===== src/rtl/controlador_matrizes.sv =====
// Sequences C = A+B, A-B, A*B or transpose(A) over a 3x5x5 matrix memory with a registered read port.
// Per element: 4 cycles add/sub, 3 transpose, 16 mult; the host port is muxed through only while idle.
module controlador_matrizes #(
   parameter int DATA_W = 16,
   parameter int DIM    = 5
) (
   input  logic              clk,
   input  logic              rst_n,
   input  logic              start,
   input  logic [1:0]        op,
   output logic              ocupado,
   output logic              done,
   output logic              host_grant,
   input  logic              host_we,
   input  logic              host_re,
   input  logic [1:0]        host_id,
   input  logic [2:0]        host_linha,
   input  logic [2:0]        host_coluna,
   input  logic [DATA_W-1:0] host_dado_in,
   output logic              mem_we,
   output logic              mem_re,
   output logic [1:0]        mem_id,
   output logic [2:0]        mem_linha,
   output logic [2:0]        mem_coluna,
   output logic [DATA_W-1:0] mem_dado_in,
   input  logic [DATA_W-1:0] mem_dado_out
);

   typedef enum logic [2:0] {IDLE, RD_A, RD_B, ACC, WR, DONE} state_t;

   localparam logic [1:0] OP_ADD = 2'b00;
   localparam logic [1:0] OP_SUB = 2'b01;
   localparam logic [1:0] OP_MUL = 2'b10;
   localparam logic [1:0] OP_TRN = 2'b11;
   localparam logic [2:0] LAST   = 3'(DIM - 1);

   state_t state, state_nxt;
   logic [1:0]        op_reg;
   logic [2:0]        i, j, k;
   logic [DATA_W-1:0] a_reg, acc;
   logic signed [DATA_W-1:0] prod;

   logic       fsm_we, fsm_re;
   logic [1:0] fsm_id;
   logic [2:0] fsm_linha, fsm_coluna;

   // Only the low DATA_W bits of the product are kept before accumulation.
   assign prod = $signed(a_reg) * $signed(mem_dado_out);

   always_ff @(posedge clk) begin
      if (!rst_n) state <= IDLE;
      else        state <= state_nxt;
   end

   always_comb begin
      state_nxt  = state;
      fsm_we     = 1'b0;
      fsm_re     = 1'b0;
      fsm_id     = 2'b00;
      fsm_linha  = i;
      fsm_coluna = j;
      case (state)
         IDLE: if (start) state_nxt = RD_A;
         RD_A: begin
            fsm_re = 1'b1;
            fsm_id = 2'b00;
            if (op_reg == OP_MUL) begin
               fsm_coluna = k;
            end else if (op_reg == OP_TRN) begin
               fsm_linha  = j;
               fsm_coluna = i;
            end
            state_nxt = (op_reg == OP_TRN) ? ACC : RD_B;
         end
         RD_B: begin
            fsm_re = 1'b1;
            fsm_id = 2'b01;
            if (op_reg == OP_MUL) fsm_linha = k;
            state_nxt = ACC;
         end
         ACC: state_nxt = (op_reg == OP_MUL && k != LAST) ? RD_A : WR;
         WR: begin
            fsm_we    = 1'b1;
            fsm_id    = 2'b10;
            state_nxt = (i == LAST && j == LAST) ? DONE : RD_A;
         end
         DONE:    state_nxt = IDLE;
         default: state_nxt = IDLE;
      endcase
   end

   always_ff @(posedge clk) begin
      if (!rst_n) begin
         op_reg <= OP_ADD;
         i      <= '0;
         j      <= '0;
         k      <= '0;
         a_reg  <= '0;
         acc    <= '0;
      end else begin
         case (state)
            IDLE: if (start) begin
               op_reg <= op;
               i      <= '0;
               j      <= '0;
               k      <= '0;
            end
            RD_B: a_reg <= mem_dado_out;
            ACC: begin
               unique case (op_reg)
                  OP_ADD: acc <= a_reg + mem_dado_out;
                  OP_SUB: acc <= a_reg - mem_dado_out;
                  OP_TRN: acc <= mem_dado_out;
                  OP_MUL: acc <= ((k == 3'd0) ? '0 : acc) + $unsigned(prod);
               endcase
               if (op_reg == OP_MUL && k != LAST) k <= k + 3'd1;
            end
            WR: begin
               k <= '0;
               if (j == LAST) begin
                  j <= '0;
                  i <= i + 3'd1;
               end else begin
                  j <= j + 3'd1;
               end
            end
            default: ;
         endcase
      end
   end

   assign ocupado    = (state != IDLE);
   assign host_grant = (state == IDLE);
   assign done       = (state == DONE);

   assign mem_we      = host_grant ? host_we      : fsm_we;
   assign mem_re      = host_grant ? host_re      : fsm_re;
   assign mem_id      = host_grant ? host_id      : fsm_id;
   assign mem_linha   = host_grant ? host_linha   : fsm_linha;
   assign mem_coluna  = host_grant ? host_coluna  : fsm_coluna;
   assign mem_dado_in = host_grant ? host_dado_in : acc;

endmodule


===== config.mk =====
export PLATFORM = sky130hd
export DESIGN_NAME = controlador_matrizes
export DESIGN_NICKNAME = d
export VERILOG_FILES = /design/src/rtl/controlador_matrizes.sv
export SDC_FILE = /design/constraint.sdc
export NUM_CORES = 1
export LEC_CHECK = 0
export BUFFER_PORTS_ARGS = -buffer_cell sky130_fd_sc_hd__buf_2
export CORE_ASPECT_RATIO = 0.6
export CORE_MARGIN = 2
export CORE_UTILIZATION = 25
export CTS_CLUSTER_SIZE = 40
export DETAILED_ROUTE_END_ITERATION = 8
export GPL_TIMING_DRIVEN = 0
export HOLD_SLACK_MARGIN = 0.05
export SETUP_SLACK_MARGIN = 0.3
export SYNTH_ARGS = -nofsm -noshare
export SYNTH_HDL_FRONTEND = slang
export SYNTH_SLANG_ARGS = --single-unit

===== constraint.sdc =====
create_clock -name clk -period 11.5 [get_ports clk]
set_input_delay 0.575 -clock clk [delete_from_list [all_inputs] [get_ports clk]]
set_output_delay 0.575 -clock clk [all_outputs]
set_load 0.1 [all_outputs]

After elaboration in Yosys (flattened, before gate mapping)
Cells that the tools add are included.
{ "word_totals": {"regBits": 46, "input_bits": 47, "out_inout_bits": 29, "wordCells": 71} }
{ "op_classes": {"addsub": 6, "n_mul": 1, "eq_ne": 14, "mux": 30, "n_reduce_logical": 13} }
{ "op_table": {"columns": ["operator", "count"], "rows": [
  ["case mux 16 bit (4 select lines)", 1],
  ["two-way mux 3 bit", 15],
  ["adder 16 bit", 2],
  ["two-way mux 16 bit", 2],
  ["case mux 3 bit (2 select lines)", 3],
  ["multiplier 16 x 16 -> 16 bit", 1],
  ["subtractor 16 bit", 1],
  ["case mux 3 bit (5 select lines)", 1],
  ["== test 3 bit (second input constant)", 4],
  ["adder 3 x 1 -> 3 bit (second input constant)", 3],
  ["case mux 3 bit (3 select lines)", 1],
  ["== test 3 x 2 -> 1 bit (second input constant)", 2],
  ["logical NOT 3 bit", 2],
  ["!= test 2 bit (second input constant)", 3],
  ["AND reduction 3 bit", 2],
  ["nonzero test 3 bit", 2],
  ["two-way mux 1 bit", 5],
  ["== test 2 bit (second input constant)", 2],
  ["case mux 2 bit (2 select lines)", 1],
  ["AND reduction 2 bit", 2],
  ["== test 3 x 1 -> 1 bit (second input constant)", 1],
  ["!= test 3 bit (second input constant)", 1],
  ["== test 2 x 1 -> 1 bit (second input constant)", 1],
  ["logical AND 1 bit", 2],
  ["other kinds (4)", 4]
]} }

Longest topological paths before layout
Gate-level depths: netlist of run 1.
{ "depth": {"ltp_word": 5, "mapped_depth": 23, "mapped_depth_nobuf": 22} }

Worst setup path before layout of run 1
No wires, ideal clock.
{ "synth_path": {"path_kind": "input -> register", "startpoint": "in mem_dado_out[2]", "endpoint": "reg acc[15]", "setup_time_ps": 79, "arrival_ps": 5771, "required_time_ps": 11421, "setup_slack_ps": 5650, "path_stages": 21, "n_path_buf": 2, "path_cell_list": "clkbuf_1 > clkbuf_1 > and2_1 > fa_1 > inv_1 > fa_1 > fa_1 > fa_1 > inv_1 > fa_1 > inv_1 > fa_1 > inv_1 > ha_1 > and3_1 > a2111oi_2 > o21bai_1 > a21oi_2 > xnor2_1 > o21a_1 > a211oi_2"} }
{ "synth_between": {"elab_chain_cells": 3, "elab_cells_between_ends": 5, "cone_classes": "add/sub: 3; mul: 1; mux: 1"} }
{ "synth_rtl": {"columns": ["item", "line", "rtl"], "rows": [
  ["from (decl)", "26", "input logic [DATA_W-1:0] mem_dado_out"],
  ["multiplier 16 x 16 -> 16 bit", "48", "assign prod = $signed(a_reg) * $signed(mem_dado_out);"],
  ["adder 16 bit", "114", "OP_MUL: acc <= ((k == 3'd0) ? '0 : acc) + $unsigned(prod);"],
  ["case mux 16 bit (4 select lines) (*)", "110", "unique case (op_reg)"],
  ["to (signal assigned)", "111", "OP_ADD: acc <= a_reg + mem_dado_out;"],
  ["to (signal assigned)", "112", "OP_SUB: acc <= a_reg - mem_dado_out;"],
  ["to (signal assigned)", "114", null],
  ["to (decl)", "40", "logic [DATA_W-1:0] a_reg, acc;"]
]} }
Mark *: on every way between the ends. The rest lies on a longest branch, timed or not.
A chain may end at the register's enable or synchronous reset.

Worst setup path in the final report of run 1
Same ends and word-level chain as after synthesis.

==> flow_summary_export.csv, run 1 <==
group,metric,value,unit
run_status,run_status,"complete, no violations",
routing,drt.antenna.violating_nets,0,
cells_and_area,fin_cells,1609,
synth,synth_compound_area_share,12.5,%
synth,synthCells,1078,
sta,slew_violations,0,
hold_path,holdCritStartpoint,"acc[0]",
clock_network,numCtsBuffers,5,
placed_design,hpwl,23100,um
hold_path,hold_depth,2,
global_route,antenna_found_initial,0,
clock_network,clockRootBuffer,"clkbuf_16",
synth,synth.area.top_cells,"fa_1 22%, ha_1 13%, dfxtp_1 11%",
power,power_density,211,nW/um2
power,p_clk_share,7.9,%
clock_network,cts_sinks,46,
sta,setup_viol,0,
placed_design,place_congestion,0.966,
sta,maxSlewHeadroom,26.6,%
setup_path,start_kind,"input port",
synth,synth_edf_count,0,
hold_path,min_path_type,"reg2reg",
synth,synth_xor_area_share,8.02,%
placed_design,pre_cts_ws,4.44,ns
synth,synth_fa_ha_area_share,35.6,%
setup_path,worstPathCellList,"buf_2 -> clkbuf_1 -> clkbuf_1 -> and2_1 -> fa_1 -> inv_1 -> fa_1 -> fa_1 -> fa_1 -> inv_1 -> fa_1 -> inv_1 -> fa_1 -> inv_1 -> ha_1 -> and3_1 -> a2111oi_2 -> o21bai_1 -> a21oi_2 -> xnor2_1 -> o21a_1 -> a211oi_2",
sta,setup_tns,0,ns
clock_network,cts_resized,0,
power,p_leak,4.47,nW
flow_run,cap_violations,0,
synth,syn_nets,1308,
floorplan,num_io_pins,76,
power,power_switching,0.00128,W
power,max-vdd-ir-drop,180,uV
sta,hold_viol,0,
cells_and_area,drive_gt1_share,8.38,%
clock_network,cts_max_level,2,
setup_path,crit_fanout,10,
clock_network,clkSlewWorstSetupHoldPaths,0.08,ns
floorplan,fp.dieW,241,um
routing,wirelength,27600,um
power,p_total,0.00200,W
synth,synthMuxAreaShare,0.833,%
setup_path,cp_common_cell,"fa_1",
floorplan,coreArea,32800,um2
synth,synth_common_cells,"182 x inv_1, 182 x nand2_1, 95 x and2_1, 94 x fa_1, 89 x ha_1",
synth,synth_area_per_cell,7.80,um2
floorplan,die_h,146,um
synth,yosys.area.top_type,"fa_1",
setup_path,cp.arrival,7.04,ns
cells_and_area,syn_to_final_growth,12.8,%
hold_path,whs_endpoint,"acc[0]",
power,p_int,0.000728,W
sta,period_share,59.3,%
setup_path,crit-reg2reg-launch,"a_reg[1]",
routing,drc,0,
power,power_switching_share,63.7,%
global_route,grt_pass1_wl,42900,um
routing,viasPerCell,4.66,
clock_network,post-cts-setup-buffers,0,
clock_network,cts_tree,"built",
setup_path,critPathMaxStageDelay,0.61,ns
floorplan,start_util,25.6,%
floorplan,placementRows,51,
global_route,grt_remaining_overflow,0,
synth,ys_seq_area_share,11.0,%
synth,synth_top_family_by_area,"adder cells",
sta,tightestPinTransition,1.09,ns
synth,synth.distinct_cells,55,
clock_network,clock_latency,0.30,ns
setup_path,rr_worst_depth,20,
sta,clock.fmax,0.147,GHz
routing,dr_total_vias,7504,
global_route,grt_max_degree,18,
setup_path,cp-end-kind,"flop",
synth,syn_area,8410,um2
setup_path,cp_slowest_cell,"clkbuf_1",
setup_path,timing.rr.end,"acc[15]",
setup_path,crit_required,11.72,ns
synth,async_flop_share,0,%
synth,yosys_warnings,0,
synth,synth-seq-cells,46,
routing,dr.first_iter.drc_count,778,
routing,first_pass_iters,6,
floorplan,dieArea,35200,um2
setup_path,rrSetupSlack,4.96,ns
sta,setup_slack,4.68,ns
routing,wl_per_cell,17.2,um
setup_path,worstSetupPathType,"in2reg",
placed_design,portBuffers,71,
power,seq_power_share,11.8,%
global_route,first_global_vias,7219,
clock_network,holdBufCountCts,0,
synth,synthSimpleGateAreaFrac,21.2,%
synth,synthFlopType,"dfxtp_1",
synth,synthDominantCellAreaShare,22.4,%
placed_design,dp.cells,1599,
cells_and_area,final_util,28.9,%
cells_and_area,fin_nets,1386,
global_route,grt_usage,16.1,%
sta,skew,0.00721,ns
sta,min_period,6.82,ns
sta,rsz0062_at_grt,"false",
clock_network,clk_path_buf_depth,2,
power,combPwrFrac,80.3,%
-- cell type report --
type,instances,area (um2)
Tap cell,450,563
Sequential cell,46,921
Timing Repair Buffer,71,355
Clock inverter,3,28.8
Buffer,53,223
Clock buffer,5,125
Fill cell,3611,23300
Multi-Input combinational cell,795,6570
Inverter,184,691
Antenna cell,2,5.00
-- metal layers --
layer	vias up	track usage (%)	share of wire, %
met1	3621	26.7	53
met3	27	4.95	11
met4	0	2.28	1.0
li1	3533	-	-
met5	-	0	0
met2	323	19.7	35
-- cells in the final DEF, fill, tap and decap left out, drive strengths merged, types with 3 or more instances in the layout --
cell type,instances
clkbuf,46
nor3b,3
o21bai,5
o21a,6
o211ai,15
nor2,37
a222oi,3
nand2,186
and3,3
nor3,13
o31ai,3
mux2i,7
nor2b,7
inv,186
buf,83
a21boi,24
a31oi,8
a211oi,8
fa,94
nand2b,7
ha,89
xnor2,54
o211a,4
and2,95
o21ai,32
a21oi,38
a21o,7
dfxtp,46
nand3b,3
nand3,7
xor2,17
-- worst max-delay path by stage --
stage,from,to,slack (ns),depth (start not counted)
6_report,mem_dado_out[2],acc[15],4.68,22
4_1_cts,mem_dado_out[2],acc[15],4.75,22
3_3_place_gp,mem_dado_out[2],acc[15],4.49,22
2_1_floorplan,mem_dado_out[2],acc[15],5.65,21
3_5_place_dp,mem_dado_out[2],acc[15],4.44,22
5_1_grt,mem_dado_out[2],acc[15],4.39,22
-- logic make-up (layout without fill, tap and decap cells) --
kind of cell	Yosys count	in the layout
and+or+nand+nor	373	373
adders and majority gates	183	183
buffers and inverters	237	316
xor gates and xnor gates	73	73
AOI/OAI and AO/OA	159	159
DFF	46	46
other	0	2
muxes	7	7
-- critical path: cells and delay by family --
kind,cells,cell delay (ns)
adders and majority gates,7,3.20
buffers and inverters,7,1.47
AOI/OAI and AO/OA,5,1.28
and+or+nand+nor,2,0.42
xor gates and xnor gates,1,0.11
-- through the flow --
step | hold WS (ns) | area, um2
after floorplan | 0.452 | 8410
after global placement | 0.473 | 9330
after detailed placement | 0.482 | 9330
after CTS | 0.489 | 9480
after global routing | 0.537 | 9480
final | 0.491 | 9480
-- power by group through the flow --
| stage | sequential, W | clock, W | combinational [W] |
|---|---|---|---|
| 2_1_floorplan | 0.000212 | 0 | 0.00123 |
| 3_3_place_gp | 0.000239 | 0 | 0.00157 |
| 3_5_place_dp | 0.000239 | 0 | 0.00159 |
| 4_1_cts | 0.000235 | 0.000159 | 0.00160 |
| 5_1_grt | 0.000241 | 0.000167 | 0.00176 |
| 6_report | 0.000237 | 0.000159 | 0.00161 |
Note: power is estimated with default switching activity, not from simulation.
==> inputs of run 2 (changes only) <==
==> constraint.sdc (replaced) <==
create_clock -name clk -period 5.55 [get_ports clk]
set_input_delay 0.2775 -clock clk [delete_from_list [all_inputs] [get_ports clk]]
set_output_delay 0.2775 -clock clk [all_outputs]
set_load 0.1 [all_outputs]
==> run 2 against run 1 <==
  * Total power rose by 130%
  * First-iteration DRC count down 4.9%
  * Global-route usage is 1.2 points higher
  * Critical path depth unchanged
  * Wire length grew 8.3%
  * Combinational power rose by 130%
==> flow_summary_export.csv, run 2 (same netlist as run 1, synthesis figures left out) <==
group,metric,value,unit
floorplan,dieArea,35200,um2
clock_network,clk_path_buf_depth,2,
setup_path,crit_fanout,6,
cells_and_area,mostFrequentLayoutCells,"180 x nand2_1, 172 x inv_1, 92 x fa_1, 88 x and2_1, 79 x ha_1",
cells_and_area,fin_cells,1645,
global_route,grt_remaining_overflow,0,
clock_network,numCtsBuffers,5,
floorplan,fp.dieW,241,um
clock_network,clockRootBuffer,"clkbuf_16",
power,p_leak,4.85,nW
placed_design,place_congestion,0.927,
sta,hold_slack,0.252,ns
global_route,grtUsageMet2,23.0,%
global_route,antenna_found_initial,1,
sta,tightestPinTransition,1.31,ns
cells_and_area,fin_nets,1423,
run_status,run_status,"complete, no violations",
floorplan,start_util,25.6,%
clock_network,cts_max_level,2,
power,max-vdd-ir-drop,394,uV
sta,min_period,5.41,ns
sta,skew,0.0136,ns
routing,viasPerCell,4.69,
power,power_density,448,nW/um2
global_route,grt-busiest-layer,"met1",
setup_path,cp.arrival,5.63,ns
setup_path,worstSetupPathType,"reg2reg",
floorplan,die_h,146,um
cells_and_area,final_common_cell,"nand2_1",
setup_path,crit_required,5.76,ns
cells_and_area,syn_to_final_growth,22.9,%
sta,rsz0062_at_grt,"true",
cells_and_area,num-fill-cells,3504,
routing,drt.antenna.violating_nets,0,
global_route,gr-usage-met1,26.6,%
clock_network,clkSlewWorstSetupHoldPaths,0.08,ns
clock_network,cts_tree,"built",
global_route,grt_max_degree,15,
global_route,grt_usage,17.3,%
placed_design,portBuffers,71,
hold_path,min_path_type,"in2reg",
routing,drc,0,
floorplan,coreArea,32800,um2
clock_network,cts_sinks,46,
routing,dr_total_vias,7721,
sta,slew_violations,0,
cells_and_area,drive_gt1_share,18.0,%
floorplan,placementRows,51,
global_route,grt_pass1_wl,45600,um
flow_run,cap_violations,0,
routing,wirelength,29900,um
routing,first_pass_iters,5,
sta,hold_viol,0,
global_route,first_global_vias,7624,
global_route,gr-usage-met3,6.26,%
routing,dr.first_iter.drc_count,740,
sta,setup_viol,0,
routing,wl_per_cell,18.2,um
sta,period_share,97.5,%
sta,maxSlewHeadroom,12.8,%
sta,clock.fmax,0.185,GHz
clock_network,holdBufCountCts,0,
setup_path,cp-end-kind,"flop",
placed_design,dp.cells,1599,
setup_path,start_kind,"flop",
placed_design,hpwl,23500,um
clock_network,clock_latency,0.30,ns
floorplan,num_io_pins,76,
[run 2: cell types whose count changed in the layout (fill, tap and decap cells not counted), sizes merged]
cell / delta
buf: +38
bufinv: +1
clkinv: -1
clkinvlp: +1
diode: -1
inv: -2
[run 2: per-stage QoR]
| step | TNS [ns] | power (W) | area [um2] | util (%) | worst slack [ns] |
|---|---|---|---|---|---|
| 2_1_floorplan | 0 | 0.00302 | 8480 | - | 0.304 |
| 3_3_place_gp | -3.55 | 0.00378 | 9400 | 28.7 | -0.718 |
| 3_5_place_dp | -3.79 | 0.00384 | 9400 | 28.7 | -0.739 |
| 4_1_cts | 0 | 0.00449 | 10200 | 31.0 | 0.0762 |
| 5_1_grt | -0.0220 | 0.00495 | 10300 | 31.5 | -0.0215 |
| 6_report | 0 | 0.00463 | 10300 | 31.5 | 0.138 |
[run 2: power by group]
group | internal, W | switching [W]
Clock | 0.000213 | 0.000147
Combinational | 0.00120 | 0.00257
Sequential | 0.000396 | 0.000102
[run 2: what timing repair did]
action	4_1_cts	5_1_grt
pin swaps	38	17
setup buffers	30	7
endpoints found under the setup margin	9	6
gates resized for setup	96	32
[run 2: per-layer routing]
metal,share of wire [%],vias to the layer above
li1,-,3608
met1,47,3735
met2,38,355
met3,13,23
met4,1.1,0
met5,0,-
[run 2: area by class of cell]
class	instances	area, um2	share of cell area [%]
flip-flops and latches	46	963	9.32
multi-input cells	795	6840	66.2
repair buffers	108	666	6.44
diodes	1	2.50	0.0242
plain buffers	53	443	4.29
inverters	184	693	6.71
clock inverters	2	37.5	0.363
well taps	450	563	5.45
clock buffers	6	129	1.25
[run 2: final timing paths]
path	start	endpoint	slack, ns	cells past startpoint
worst min register to register	acc[0]	acc[0]	0.48	2
worst max-delay path	a_reg[6]	acc[15]	0.14	22
worst max register to register	a_reg[6]	acc[15]	0.14	22
worst min-delay path	op[0]	op_reg[0]	0.25	3
[run 2: critical path, cell delays in order, from the launching register on]
cell	delay, ns
dfxtp_2	0.33
buf_8	0.13
buf_4	0.14
and2_1	0.14
fa_1	0.48
inv_1	0.05
fa_1	0.47
inv_1	0.05
fa_1	0.49
fa_1	0.46
fa_1	0.51
inv_1	0.05
fa_1	0.49
inv_2	0.05
ha_4	0.24
nand2_4	0.08
nor3_4	0.04
a2111oi_4	0.32
o21bai_1	0.13
a21oi_2	0.20
xnor2_1	0.11
o21a_1	0.18
a211oi_2	0.18
